### config.mk
export PLATFORM = sky130hd
export DESIGN_NAME = apb_uart_stream_master
export DESIGN_NICKNAME = d
export VERILOG_FILES = /design/src/rtl/apb_uart_pkg.sv /design/src/rtl/apb_master_if.sv /design/src/rtl/apb_uart_stream_master.sv
export SDC_FILE = /design/constraint.sdc
export NUM_CORES = 1
export LEC_CHECK = 0
export BUFFER_PORTS_ARGS = -buffer_cell sky130_fd_sc_hd__buf_2
export CORE_UTILIZATION = 46
export CTS_CLUSTER_SIZE = 12
export DETAILED_ROUTE_END_ITERATION = 8
export GPL_TIMING_DRIVEN = 0
export MAX_ROUTING_LAYER = met4
export PLACE_DENSITY = 0.8
export SKIP_CTS_REPAIR_TIMING = 1
export SLEW_MARGIN = 20
export SYNTH_ARGS = -nofsm -noshare
export SYNTH_HDL_FRONTEND = slang
export SYNTH_SLANG_ARGS = --single-unit
### constraint.sdc
create_clock -name clk -period 2 [get_ports clk]
set_input_delay 0.2 -clock clk [delete_from_list [all_inputs] [get_ports clk]]
set_output_delay 0.2 -clock clk [all_outputs]
set_load 0.02 [all_outputs]
### src/rtl/apb_uart_pkg.sv
// rtl/apb_uart_pkg.sv - shared constants and types for the APB UART stream master
package apb_uart_pkg;

    // Default UART register map (byte-wide registers, word-indexed addresses).
    localparam logic [31:0] MDR_ADDR_DEF = 32'd0;
    localparam logic [31:0] DLL_ADDR_DEF = 32'd1;
    localparam logic [31:0] DLH_ADDR_DEF = 32'd2;
    localparam logic [31:0] LCR_ADDR_DEF = 32'd3;
    localparam logic [31:0] TBR_ADDR_DEF = 32'd6;
    localparam logic [31:0] RBR_ADDR_DEF = 32'd7;

    // Baud-generator enable position inside LCR.
    localparam int BGE_BIT_DEF = 5;

    typedef enum logic [2:0] {
        S_IDLE,
        S_CFG_LCR0,
        S_CFG_MDR,
        S_CFG_DLH,
        S_CFG_DLL,
        S_CFG_LCR1,
        S_RD,
        S_WR
    } seq_state_e;

    // PH_IDLE is the resting phase when nothing has been issued since reset
    // or since the last GAP.
    typedef enum logic [1:0] {
        PH_IDLE,
        PH_SETUP,
        PH_ACCESS,
        PH_GAP
    } apb_phase_e;

    // LCR value with the baud-generator enable bit forced to bge.
    function automatic logic [7:0] lcr_with_bge(input logic [7:0] lcr,
                                                input int         pos,
                                                input logic       bge);
        logic [7:0] v;
        v      = lcr;
        v[pos] = bge;
        return v;
    endfunction

endpackage

### src/rtl/apb_master_if.sv
// rtl/apb_master_if.sv - single-transfer APB master phase engine (SETUP/ACCESS/GAP)
//
// Ports:
//   clk, rst_n              clock, asynchronous active-low reset
//   req                     issue a transfer (taken only while ready=1)
//   addr, wdata, write      transfer attributes, latched on an accepted req
//   ready                   engine can accept req this cycle (IDLE or GAP)
//   done                    completing ACCESS cycle (PREADY=1)
//   rdata, slverr           read byte and error flag, valid with done
//   PSEL..PRDATA            APB master bus
module apb_master_if
    import apb_uart_pkg::*;
(
    input  logic        clk,
    input  logic        rst_n,
    input  logic        req,
    input  logic [31:0] addr,
    input  logic [7:0]  wdata,
    input  logic        write,
    output logic        ready,
    output logic        done,
    output logic [7:0]  rdata,
    output logic        slverr,
    output logic        PSEL,
    output logic        PENABLE,
    output logic        PWRITE,
    output logic [31:0] PADDR,
    output logic [31:0] PWDATA,
    input  logic        PREADY,
    input  logic        PSLVERR,
    input  logic [7:0]  PRDATA
);

    apb_phase_e  phase_q, phase_d;
    logic [31:0] paddr_q;
    logic [7:0]  pwdata_q;
    logic        pwrite_q;

    // A new transfer may start straight out of GAP, so back-to-back
    // transfers cost exactly three cycles each.
    assign ready = (phase_q == PH_IDLE) || (phase_q == PH_GAP);

    always_comb begin
        phase_d = phase_q;
        case (phase_q)
            PH_IDLE,
            PH_GAP:    phase_d = req ? PH_SETUP : PH_IDLE;
            PH_SETUP:  phase_d = PH_ACCESS;
            PH_ACCESS: phase_d = PREADY ? PH_GAP : PH_ACCESS;
            default:   phase_d = PH_IDLE;
        endcase
    end

    always_ff @(posedge clk or negedge rst_n) begin
        if (!rst_n) begin
            phase_q  <= PH_IDLE;
            paddr_q  <= '0;
            pwdata_q <= '0;
            pwrite_q <= 1'b0;
        end else begin
            phase_q <= phase_d;
            if (req && ready) begin
                paddr_q  <= addr;
                pwdata_q <= wdata;
                pwrite_q <= write;
            end
        end
    end

    assign PSEL    = (phase_q == PH_SETUP) || (phase_q == PH_ACCESS);
    assign PENABLE = (phase_q == PH_ACCESS);
    assign PWRITE  = pwrite_q;
    assign PADDR   = paddr_q;
    assign PWDATA  = {24'h0, pwdata_q};

    assign done   = (phase_q == PH_ACCESS) && PREADY;
    assign rdata  = PRDATA;
    assign slverr = PSLVERR;

endmodule

### src/rtl/apb_uart_stream_master.sv
// rtl/apb_uart_stream_master.sv - APB master bridging byte streams and config to apb_uart
//
// Ports:
//   clk, rst_n                          clock, asynchronous active-low reset
//   cfg_start, cfg_mdr/divisor/lcr      configuration request and values
//   cfg_busy, cfg_done                  configuration status
//   s_valid/s_ready/s_data              TX byte stream in  (written to TBR)
//   m_valid/m_ready/m_data              RX byte stream out (read from RBR)
//   PSEL..PRDATA                        APB master bus to the UART
//   tx_fifo_full, rx_fifo_empty         UART FIFO status for flow control
//   err_o                               sticky PSLVERR indication
module apb_uart_stream_master
    import apb_uart_pkg::*;
#(
    parameter logic [31:0] MDR_ADDR = MDR_ADDR_DEF,
    parameter logic [31:0] DLL_ADDR = DLL_ADDR_DEF,
    parameter logic [31:0] DLH_ADDR = DLH_ADDR_DEF,
    parameter logic [31:0] LCR_ADDR = LCR_ADDR_DEF,
    parameter logic [31:0] TBR_ADDR = TBR_ADDR_DEF,
    parameter logic [31:0] RBR_ADDR = RBR_ADDR_DEF,
    parameter int          BGE_BIT  = BGE_BIT_DEF
) (
    input  logic        clk,
    input  logic        rst_n,
    input  logic        cfg_start,
    input  logic [7:0]  cfg_mdr,
    input  logic [15:0] cfg_divisor,
    input  logic [7:0]  cfg_lcr,
    output logic        cfg_busy,
    output logic        cfg_done,
    input  logic        s_valid,
    output logic        s_ready,
    input  logic [7:0]  s_data,
    output logic        m_valid,
    input  logic        m_ready,
    output logic [7:0]  m_data,
    output logic        PSEL,
    output logic        PENABLE,
    output logic        PWRITE,
    output logic [31:0] PADDR,
    output logic [31:0] PWDATA,
    input  logic        PREADY,
    input  logic        PSLVERR,
    input  logic [31:0] PRDATA,
    input  logic        tx_fifo_full,
    input  logic        rx_fifo_empty,
    output logic        err_o
);

    seq_state_e  state_q, state_d;
    logic        run_q;
    logic        cfg_busy_q;
    logic        cfg_done_q;
    logic [2:0]  cfg_idx_q;
    logic [7:0]  cfg_mdr_q;
    logic [15:0] cfg_div_q;
    logic [7:0]  cfg_lcr_q;
    logic        m_valid_q;
    logic [7:0]  m_data_q;
    logic        err_q;

    logic        if_req;
    logic [31:0] if_addr;
    logic [7:0]  if_wdata;
    logic        if_write;
    logic        if_ready;
    logic        if_done;
    logic [7:0]  if_rdata;
    logic        if_slverr;
    logic        in_cfg;

    // Only the low byte of the UART read data is meaningful.
    logic unused_prdata;
    assign unused_prdata = ^PRDATA[31:8];

    assign in_cfg = (state_q == S_CFG_LCR0) || (state_q == S_CFG_MDR) ||
                    (state_q == S_CFG_DLH)  || (state_q == S_CFG_DLL) ||
                    (state_q == S_CFG_LCR1);

    // Issue arbiter. run_q keeps s_ready low throughout reset and the first
    // cycle after it. A stream read is never picked while cfg_busy_q because
    // configuration always wins in IDLE.
    always_comb begin
        state_d  = state_q;
        if_req   = 1'b0;
        if_addr  = '0;
        if_wdata = '0;
        if_write = 1'b0;
        s_ready  = 1'b0;
        if (run_q && (state_q == S_IDLE) && if_ready) begin
            if (cfg_busy_q) begin
                if_req   = 1'b1;
                if_write = 1'b1;
                case (cfg_idx_q)
                    3'd0: begin
                        if_addr  = LCR_ADDR;
                        if_wdata = lcr_with_bge(cfg_lcr_q, BGE_BIT, 1'b0);
                        state_d  = S_CFG_LCR0;
                    end
                    3'd1: begin
                        if_addr  = MDR_ADDR;
                        if_wdata = cfg_mdr_q;
                        state_d  = S_CFG_MDR;
                    end
                    3'd2: begin
                        if_addr  = DLH_ADDR;
                        if_wdata = cfg_div_q[15:8];
                        state_d  = S_CFG_DLH;
                    end
                    3'd3: begin
                        if_addr  = DLL_ADDR;
                        if_wdata = cfg_div_q[7:0];
                        state_d  = S_CFG_DLL;
                    end
                    default: begin
                        if_addr  = LCR_ADDR;
                        if_wdata = lcr_with_bge(cfg_lcr_q, BGE_BIT, 1'b1);
                        state_d  = S_CFG_LCR1;
                    end
                endcase
            end else if (!rx_fifo_empty && !m_valid_q) begin
                if_req  = 1'b1;
                if_addr = RBR_ADDR;
                state_d = S_RD;
            end else if (s_valid && !tx_fifo_full) begin
                if_req   = 1'b1;
                if_write = 1'b1;
                if_addr  = TBR_ADDR;
                if_wdata = s_data;
                s_ready  = 1'b1;
                state_d  = S_WR;
            end
        end else if ((state_q != S_IDLE) && if_done) begin
            // Back to IDLE for the GAP cycle, where the next decision is made.
            state_d = S_IDLE;
        end
    end

    always_ff @(posedge clk or negedge rst_n) begin
        if (!rst_n) begin
            state_q    <= S_IDLE;
            run_q      <= 1'b0;
            cfg_busy_q <= 1'b0;
            cfg_done_q <= 1'b0;
            cfg_idx_q  <= '0;
            cfg_mdr_q  <= '0;
            cfg_div_q  <= '0;
            cfg_lcr_q  <= '0;
            m_valid_q  <= 1'b0;
            m_data_q   <= '0;
            err_q      <= 1'b0;
        end else begin
            state_q    <= state_d;
            run_q      <= 1'b1;
            cfg_done_q <= 1'b0;

            if (!cfg_busy_q && cfg_start) begin
                cfg_busy_q <= 1'b1;
                cfg_idx_q  <= '0;
                cfg_mdr_q  <= cfg_mdr;
                cfg_div_q  <= cfg_divisor;
                cfg_lcr_q  <= cfg_lcr;
            end else if (cfg_busy_q && in_cfg && if_done) begin
                // Errored config writes still advance the sequence.
                if (cfg_idx_q == 3'd4) begin
                    cfg_busy_q <= 1'b0;
                    cfg_done_q <= 1'b1;
                end else begin
                    cfg_idx_q <= cfg_idx_q + 3'd1;
                end
            end

            if ((state_q == S_RD) && if_done) begin
                m_valid_q <= 1'b1;
                m_data_q  <= if_rdata;
            end else if (m_valid_q && m_ready) begin
                m_valid_q <= 1'b0;
            end

            if (if_done && if_slverr) begin
                err_q <= 1'b1;
            end
        end
    end

    apb_master_if u_apb_master_if (
        .clk     (clk),
        .rst_n   (rst_n),
        .req     (if_req),
        .addr    (if_addr),
        .wdata   (if_wdata),
        .write   (if_write),
        .ready   (if_ready),
        .done    (if_done),
        .rdata   (if_rdata),
        .slverr  (if_slverr),
        .PSEL    (PSEL),
        .PENABLE (PENABLE),
        .PWRITE  (PWRITE),
        .PADDR   (PADDR),
        .PWDATA  (PWDATA),
        .PREADY  (PREADY),
        .PSLVERR (PSLVERR),
        .PRDATA  (PRDATA[7:0])
    );

    assign cfg_busy = cfg_busy_q;
    assign cfg_done = cfg_done_q;
    assign m_valid  = m_valid_q;
    assign m_data   = m_data_q;
    assign err_o    = err_q;

endmodule
==> run metrics, run 1 <==
WS Path Type=register to register; Final setup viols=0; worst-path cell chain=ha_1 > ha_2 > buf_4 > a221o_1 > a221oi_2 > o31ai_1; Net Sw Frac=38.1%; Detailed Route Iter0 Violations=112; port bufs=82; Total GRT Usage=20.1%; Slew headroom=47.0%; setup tns final=0 ns; clk sinks=64; core area=0.00683 mm2; Crit. End Element=register; share of layout cells above drive strength 1=49.2%; clock share of power=16.2%; cell-internal power=3.49 mW; worst clock skew=0.00625 ns; antenna violations before repair=0; RR Endpoint=u_apb_master_if.pwdata_q[2]$_DFFE_PN0P_; fin nets=521; DRC Markers=0; slowest CP cell=dfrtp_2; total net switching power=2.15 mW; status=finished with violations; register bit total from synthesis=64; Comb power frac=45.2%; CTS Buf Count=9; Pwr Density=1320 mW/mm2; Final Non-Filler Cells=533; first-pass GRT wire length=11000 um; Yosys warnings=0; io pins=161; Avg Cell Area, Syn=11.5 um2; worst slew pin tran=0.794 ns; grt ovf=0; dpl cells=514; clk root buf=clkbuf_8; Mapped Cells=284; crit-path max cell delay=0.44 ns; H-tree levels=3; sequential area share after synthesis=49.0%; critical path data required time=2.21 ns; setup slack at placement=-0.169 ns; FF-to-FF Start=cfg_idx_q[0]$_DFFE_PN0P_; reg2reg setup slack=0.10 ns; fin crit period=1.90 ns; Antenna Diode Count=0; CTS tree=done; WHS=-0.0516 ns; final setup margin=0.103 ns; worst-path maximum fanout=10; CP Capture Point=u_apb_master_if.pwdata_q[2]$_DFFE_PN0P_; routability congestion estimate=0.843; maxcap violations=0; cell area after layout=0.00428 mm2; Chip Width=86.3 um; most common cell after layout, fill and taps aside=buf_2; crit share post-route=94.8%; Hold Crit Class=input pin to async pin; Routed wire per std cell=13.1 um; DR pass1 iterations=4; fillers=599; placed cell area=0.00400 mm2; Synth cell types=42; worst vdd ir=740 uV; Worst-Skew Late Latency=0.33 ns; Initial Util=47.9%; DRT Wirelength=6980 um; max-slew violations=0; full die area=0.00745 mm2; post-DR vias/cell=4.69; Site Rows=30; failing checks=hold timing; CTS max path bufs=2; fin util=62.7%; die span in y=86.3 um; Final Total Pwr=5.65 mW; HPWL after detailed placement=5230 um; vias in the first global route=2336; Cell Area, Synth=0.00327 mm2; Worst EP arrival=2.11 ns; Worst-path clk slew=0.06 ns; FMAX=527 MHz; hold violation count in the final report=64; ANT nets after route=0; sequential share of power=38.7%; RSZ-0062 raised after global routing=no; routed vias=2498; cell depth of the worst flop-to-flop path=6; CP startpoint kind=register; static leakage=2.24 nW; most frequent cells in the layout=buf_2 (86), dfrtp_1 (63), buf_4 (59); Area Overhead vs Synth=30.9%; largest net degree at the start of global routing=65; CP startpoint=cfg_idx_q[0]$_DFFE_PN0P_
sequential cells by signal (all words and copies together), names as in the netlist:
register / flops
cfg_busy: 1
cfg_div_q: 16
cfg_done: 1
cfg_idx_q: 3
cfg_lcr_q: 7
cfg_mdr_q: 8
err_o: 1
m_data: 8
m_valid: 1
run_q: 1
state_q: 3
u_apb_master_if.PADDR: 3
u_apb_master_if.PWRITE: 1
u_apb_master_if.phase_q: 2
u_apb_master_if.pwdata_q: 8
worst max-delay path, delay by kind of cell, from the launching register on:
family | cells | cell delay [ns]
adder cells (fa/ha/maj) | 2 | 0.41
AO/OA/AOI/OAI | 3 | 0.75
flip-flops | 1 | 0.44
buffers and inverters | 1 | 0.19
layout make-up:
cell class	instances	area, um2	area share, %
clock buffer	13	149	3.48
multi-input combinational	199	1450	33.8
buffer	64	459	10.7
inverter	9	33.8	0.789
clock inverter	1	5.00	0.117
tap	96	120	2.81
timing repair buffer	87	463	10.8
sequential	64	1600	37.4
metal layers:
layer | track usage [%] | routed length, um | vias to the layer above
met4 | 6.97 | 126 | 0
met1 | 25.8 | 3040 | 1176
met5 | - | 0 | -
li1 | - | - | 1191
met3 | 5.24 | 575 | 14
met2 | 31.1 | 3250 | 117
power groups by stage:
stage	logic [mW]	registers (mW)	clock network [mW]
after floorplan	1.49	2.28	0
after global placement	2.19	2.15	0
after detailed placement	2.26	2.18	0
after CTS	2.26	2.16	0.929
after global routing	2.78	2.25	0.993
final	2.55	2.18	0.913
cell usage after synthesis:
library cell	number	area, um2
a2111oi_4	1	27.5
a211oi_1	1	7.51
a21o_1	1	7.51
a21oi_1	10	50.1
a221o_1	6	60.1
a221oi_1	6	52.6
a222oi_1	1	10.0
a22o_1	1	8.76
a22oi_1	1	7.51
a31o_2	1	8.76
a31oi_1	1	6.26
a32oi_1	2	17.5
and2_0	1	6.26
and2_1	1	6.26
and3_1	1	6.26
and4_1	1	8.76
buf_2	6	30.0
buf_4	53	398
clkbuf_1	5	18.8
conb_1	2	7.51
dfrtp_1	64	1600
ha_1	6	75.1
inv_1	9	33.8
mux2_2	39	439
mux2i_1	1	10.0
nand2_1	13	48.8
nand2b_1	4	25.0
nand3_1	3	15.0
nor2_1	13	48.8
nor2b_1	5	31.3
nor3_1	2	10.0
nor3b_4	1	18.8
nor4b_2	1	15.0
o211ai_1	1	7.51
o21ai_0	7	35.0
o21bai_1	1	7.51
o2bb2ai_1	1	8.76
o311ai_2	1	16.3
o31ai_1	7	52.6
o41ai_1	1	8.76
or4_1	1	7.51
xnor2_1	1	8.76
kinds of logic (layout without fill, tap and decap cells):
logic type | Yosys count | count (layout) | synth area share (%)
buf+inv | 73 | 174 | 14.7
flops | 64 | 64 | 49.0
compound gates | 51 | 51 | 12.2
simple gates | 47 | 47 | 7.57
mux | 40 | 40 | 13.7
fa+ha+maj | 6 | 6 | 2.30
other cells | 2 | 54 | 0.230
xor+xnor | 1 | 1 | 0.268
worst min path at each step:
stage / start / end / slack [ns] / depth (start not counted)
floorplan: rst_n / cfg_busy$_DFFE_PN0P_ / -0.1 / 0
finish: rst_n / m_data[5]$_DFFE_PN0P_ / -0.05 / 1
detailed placement: rst_n / m_data[5]$_DFFE_PN0P_ / 0.34 / 1
global route: rst_n / m_data[3]$_DFFE_PN0P_ / 0.01 / 1
CTS: rst_n / m_data[5]$_DFFE_PN0P_ / -0.02 / 1
global placement: cfg_start / cfg_busy$_DFFE_PN0P_ / 0.43 / 3
No activity file was read; power rests on OpenSTA's default activity.
==> inputs of run 2 (changes only) <==
Settings changed: CORE_UTILIZATION 46 to 50, CTS_CLUSTER_DIAMETER set to 30, SYNTH_HIERARCHICAL set to 1.
==> run metrics, run 2 <==
DR pass1 iterations=4 (unchanged); first-pass GRT wire length=14200 um (+29%); vias in the first global route=3095 (+32%); CTS max path bufs=2 (unchanged); Largest register FFs=32 (+16); Hold Crit Class=input pin to register; register bit total from synthesis=93 (+45%); Slew headroom=63.1% (+16 points); placed cell area=0.00537 mm2 (+34%); Yosys warnings=6 (+6); Post-synth EDFFs=0 (unchanged); io pins=161 (unchanged); top cells by count, synth=nand2_1 (105), dfrtp_1 (93), mux2_4 (39); antenna violations before repair=0 (unchanged); synth top area cells=dfrtp_1 (52%), mux2_4 (13%), nand2_1 (8.8%), buf_4 (5.5%), mux2_2 (2.8%); fin crit period=2.09 ns (+0.196 ns); HPWL after detailed placement=6800 um (+30%); largest net degree at the start of global routing=53 (-18%); core area=0.00868 mm2 (+27%); failing checks=setup timing; fillers=690 (+15%); Post-Synth XOR/XNOR Area=0% (-0.27 points); clk root buf=clkbuf_8; die span in y=96.5 um (+12%); Detailed Route Iter0 Violations=114 (+1.8%); max-slew violations=0 (unchanged); setup tns final=-1.87 ns (-1.87 ns); Crit. End Element=register; Site Rows=34 (+13%); share of layout cells above drive strength 1=41.8% (-7.4 points); grt ovf=0 (unchanged); Final setup viols=39 (+39); Yosys top cell by area=dfrtp_1; crit share post-route=105% (+9.8 points); static leakage=3.39 nW (+51%); fin util=67.9% (+5.3 points); worst clock skew=0.0188 ns (+0.0125 ns); worst slew pin tran=0.554 ns (-0.241 ns); Cell Area, Synth=0.00446 mm2 (+36%); hold violation count in the final report=0 (-100%); post-DR vias/cell=4.70 (+0.22%); simple-gate share of the synthesized area=14.4% (+6.8 points); final setup margin=-0.0928 ns (-0.196 ns); Most used DFF post-synth=dfrtp_1; Worst-Skew Late Latency=0.36 ns (+0.03 ns); worst vdd ir=368 uV (-50%); FMAX=478 MHz (-9.4%); Synth cell types=46 (+9.5%); CTS Buf Count=9 (unchanged); largest family of logic cells by synthesized area=multiplexers; DRC Markers=0 (unchanged); Worst EP arrival=2.35 ns (+0.24 ns); ANT nets after route=0 (unchanged); routability congestion estimate=0.866 (+2.7%); status=finished with violations; port bufs=102 (+24%); WS Path Type=register to register; clk sinks=93 (+45%); most numerous cell in the Yosys netlist=nand2_1; CP startpoint kind=register; Avg Cell Area, Syn=11.1 um2 (-3.6%); maxcap violations=0 (unchanged); cell area after layout=0.00589 mm2 (+38%); critical path data required time=2.26 ns (+0.05 ns); fraction of registers with async set/reset=100% (unchanged); Pwr Density=638 mW/mm2 (-52%); Adder-Cell Fraction of Synth Area=1.68% (-0.61 points); Antenna Diode Count=0 (unchanged); Total GRT Usage=20.5% (+0.40 points); full die area=0.00931 mm2 (+25%); Initial Util=51.4% (+3.6 points); mux cell area share after synthesis=16.1% (+2.4 points); Chip Width=96.5 um (+12%); fin nets=670 (+29%); Mapped Cells=402 (+42%); Synth Area in Compound Gates=6.81% (-5.4 points); CTS tree=done; worst-path maximum fanout=7 (-3); Area Overhead vs Synth=32.0%; Worst-path clk slew=0.11 ns (+0.05 ns); H-tree levels=3 (unchanged); routed vias=3269 (+31%); sequential area share after synthesis=52.1% (+3.2 points); most frequent cells in the layout=nand2_1 (105), buf_2 (101), dfrtp_1 (92); Yosys top cell area share=52.1% (+3.2 points); RSZ-0062 raised after global routing=yes; most common cell after layout, fill and taps aside=nand2_1; DRT Wirelength=9710 um (+39%); Routed wire per std cell=13.9 um (+6.5%)
-- run 2: worst paths after layout --
| path | start | endpoint | slack [ns] | cells after the start |
|---|---|---|---|---|
| max in group asynchronous | rst_n | cfg_idx_q[0]$_DFFE_PN0P_ | 0.96 | 3 |
| worst min-delay path | m_ready | m_valid$_DFFE_PN0P_ | 0.02 | 2 |
| worst max register to register | cfg_idx_q[0]$_DFFE_PN0P_ | u_apb_master_if/pwdata_q[7]$_DFFE_PN0P_ | -0.09 | 7 |
| worst min register to register | err_o$_DFFE_PN0P_ | err_o$_DFFE_PN0P_ | 0.48 | 1 |
| worst max-delay path | cfg_idx_q[0]$_DFFE_PN0P_ | u_apb_master_if/pwdata_q[7]$_DFFE_PN0P_ | -0.09 | 7 |
| min in group asynchronous | rst_n | u_apb_master_if/PADDR[31]$_DFFE_PN0P_ | 0.36 | 2 |
-- run 2: cell families after synthesis --
family | after synthesis
buffers and inverters | 61
muxes | 51
other | 3
adders and majority gates | 6
and+or+nand+nor | 147
AOI/OAI and AO/OA | 41
DFF | 93
-- run 2: cell type report --
cell class,count,area [um2],area share (%)
sequential,93,2330,39.5
inverter,11,43.8,0.743
timing repair buffer,119,691,11.7
buffer,50,397,6.73
clock buffer,10,138,2.33
multi-input combinational,299,2070,35.1
tap,108,135,2.29
clock inverter,6,93.8,1.59
-- run 2: worst max-delay path, stage by stage (launching register included) --
cell,delay [ns]
dfrtp_2,0.45
ha_2,0.22
ha_4,0.18
nor4_4,0.33
nor4_4,0.12
and2_0,0.16
a221o_1,0.28
mux2_4,0.27
-- run 2: metrics by stage --
stage          setup slack [ns]  hold slack [ns]  power, mW  instances
2_1_floorplan           0.00677          -0.0956       2.21        453
3_3_place_gp             -0.262            0.381       2.31        663
3_5_place_dp             -0.303            0.223       2.33        664
4_1_cts                  -0.314           -0.174       3.76        680
5_1_grt                  -0.163           0.0242       3.91        696
6_report                -0.0928           0.0169       3.76        696
-- run 2: routing by layer --
metal / vias to the layer above / global-route usage [%] / routed length [um]
met1: 1546 / 25.4 / 4170
li1: 1607 / - / -
met5: - / - / 0
met2: 97 / 33.6 / 4890
met3: 19 / 3.21 / 436
met4: 0 / 8.58 / 212
-- run 2: power breakdown --
group	total (mW)	leakage [nW]	switching [mW]	internal, mW
sequential	2.00	1.23	0.0425	1.95
combinational	0.321	2.04	0.181	0.140
clock	1.44	0.113	0.694	0.748
==> inputs of run 3 (changes only) <==
Settings changed: CORE_UTILIZATION 50 to 30, PLACE_DENSITY 0.8 to unset.
==> run metrics, run 3 (same netlist as run 2, synthesis figures left out) <==
status=finished with violations; failing checks=setup timing; first-pass GRT wire length=15500 um (+9.4%); max-slew violations=0 (unchanged); WS Path Type=register to register; Detailed Route Iter0 Violations=120 (+5.3%); fin crit period=2.05 ns (-0.0470 ns); die span in y=124 um (+28%); placed cell area=0.00547 mm2 (+1.8%); ANT nets after route=0 (unchanged); sequential share of power=46.6% (-6.5 points); FF-to-FF Start=cfg_idx_q[0]$_DFFE_PN0P_; Crit. End Element=register; WHS=0.0409 ns (+0.0241 ns); hold path start=cfg_mdr[1]; reg2reg setup slack=-0.05 ns (+0.05 ns); port bufs=102 (unchanged); FMAX=489 MHz (+2.3%); slowest CP cell=dfrtp_2; hold violation count in the final report=0 (unchanged); Largest register FFs=32 (unchanged); critical path data required time=2.23 ns (-0.03 ns); vias in the first global route=3196 (+3.3%); antenna violations before repair=0 (unchanged); io pins=161 (unchanged); worst vdd ir=407 uV (+11%); DR pass1 iterations=4 (unchanged); Routed wire per std cell=13.4 um (-4.0%); clk root buf=clkbuf_16; Worst-path clk slew=0.06 ns (-0.05 ns); DRC Markers=0 (unchanged); maxcap violations=0 (unchanged); H-tree levels=3 (unchanged); post-DR vias/cell=4.28 (-8.9%); largest net degree at the start of global routing=58 (+9.4%); Hold Crit Class=input pin to register; fin nets=668 (-0.30%); routed vias=3296 (+0.83%); Worst-Skew Late Latency=0.35 ns (about the same); HPWL after detailed placement=7550 um (+11%); Initial Util=30.7% (-21 points); Final Non-Filler Cells=770 (+11%); share of layout cells above drive strength 1=42.0% (+0.14 points); cell depth of the worst flop-to-flop path=7 (unchanged); Comb power frac=7.4% (-1.1 points); static leakage=3.43 nW (+1.2%); CP startpoint kind=register; cell-internal power=3.35 mW (+18%); Hold Path Cell Cnt=3 (+1); worst-path cell chain=ha_4 > ha_4 > nor4_4 > nor4_4 > and2_1 > a221o_1 > mux2_4; CTS tree=done; Hold EP=cfg_mdr_q[1]$_DFFE_PN0P_; grt ovf=0 (unchanged); Antenna Diode Count=0 (unchanged); routability congestion estimate=0.812 (-6.2%); crit share post-route=102% (-2.4 points); RR Endpoint=u_apb_master_if/pwdata_q[2]$_DFFE_PN0P_; most frequent cells in the layout=nand2_1 (105), buf_2 (101), dfrtp_1 (91); core area=0.0145 mm2 (+67%); full die area=0.0154 mm2 (+65%); RSZ-0062 raised after global routing=yes; CTS max path bufs=2 (unchanged); Net Sw Frac=22.0% (-2.4 points); cell area after layout=0.00609 mm2 (+3.3%); total net switching power=0.945 mW (+3.1%); clock share of power=46.0% (+7.7 points); Site Rows=44 (+29%); Final setup viols=36 (-7.7%); clk sinks=93 (unchanged); Pwr Density=706 mW/mm2 (+11%); most common cell after layout, fill and taps aside=nand2_1; Area Overhead vs Synth=36.4%; worst-path maximum fanout=7 (unchanged); final setup margin=-0.0457 ns (+0.0470 ns); Total GRT Usage=13.9% (-6.6 points); Chip Width=124 um (+28%); worst clock skew=0.00609 ns (-0.0127 ns); dpl cells=740 (+11%); crit-path max cell delay=0.47 ns (+0.02 ns); DRT Wirelength=10300 um (+6.2%); CTS Buf Count=9 (unchanged); Worst EP arrival=2.28 ns (-0.07 ns)
[run 3: changes by cell type in the layout (fill, tap and decap cells not counted), sizes merged]
| cell | change |
|---|---|
| buf | -1 |
| bufinv | +1 |
| clkinvlp | -1 |
| inv | -1 |
| clkbuf | +1 |
| clkinv | -1 |
[run 3: cell type report]
| type | count | area, um2 |
|---|---|---|
| plain buffers | 50 | 387 |
| clock buffers | 12 | 246 |
| clock inverters | 4 | 95.1 |
| fillers | 1429 | 8450 |
| inverters | 11 | 43.8 |
| multi-input cells | 299 | 2080 |
| flip-flops and latches | 93 | 2330 |
| well taps | 184 | 230 |
| repair buffers | 117 | 672 |
[run 3: metrics by stage]
stage,worst slack [ns],TNS [ns],utilization [%],power [mW]
after floorplan,0.00677,0,-,2.21
after global placement,-0.301,-19.69,37.4,2.32
after detailed placement,-0.331,-5.62,37.6,2.34
after CTS,-0.344,-6.57,40.0,4.35
after global routing,-0.123,-3.03,41.9,4.49
final,-0.0457,-0.783,41.9,4.30
[run 3: how the worst max path moves through the flow]
stage	startpoint	endpoint	slack (ns)	cells past startpoint
floorplan	cfg_idx_q[1]$_DFFE_PN0P_	u_apb_master_if/pwdata_q[0]$_DFFE_PN0P_	0.007	8
detailed placement	cfg_idx_q[1]$_DFFE_PN0P_	u_apb_master_if/pwdata_q[2]$_DFFE_PN0P_	-0.33	8
CTS	cfg_idx_q[1]$_DFFE_PN0P_	u_apb_master_if/pwdata_q[2]$_DFFE_PN0P_	-0.34	8
finish	cfg_idx_q[0]$_DFFE_PN0P_	u_apb_master_if/pwdata_q[2]$_DFFE_PN0P_	-0.05	7
global route	cfg_idx_q[0]$_DFFE_PN0P_	u_apb_master_if/pwdata_q[2]$_DFFE_PN0P_	-0.12	7
global placement	cfg_idx_q[1]$_DFFE_PN0P_	u_apb_master_if/pwdata_q[0]$_DFFE_PN0P_	-0.30	8
[run 3: worst max-delay path: cells and delay by family (launching register included)]
| family | cells | cell delay [ns] |
|---|---|---|
| and+or+nand+nor | 3 | 0.56 |
| AOI/OAI and AO/OA | 1 | 0.27 |
| muxes | 1 | 0.27 |
| DFF | 1 | 0.47 |
| adders and majority gates | 2 | 0.36 |
[run 3: power groups by stage]
stage               clock (mW)  combinational, mW  sequential, mW
floorplan                    0              0.186            2.02
global placement             0              0.289            2.03
detailed placement           0              0.305            2.03
CTS                       2.05              0.306            2.00
global route              2.12              0.359            2.01
finish                    1.98              0.318            2.00
[run 3: per-layer routing]
metal	vias to the layer above	wire length (um)	track usage (%)	part of all wire (%)
li1	1614	-	-	-
met1	1576	4570	16.7	44
met2	90	4990	21.9	48
met3	16	509	3.62	4.9
met4	0	240	6.62	2.3
met5	-	0	-	0
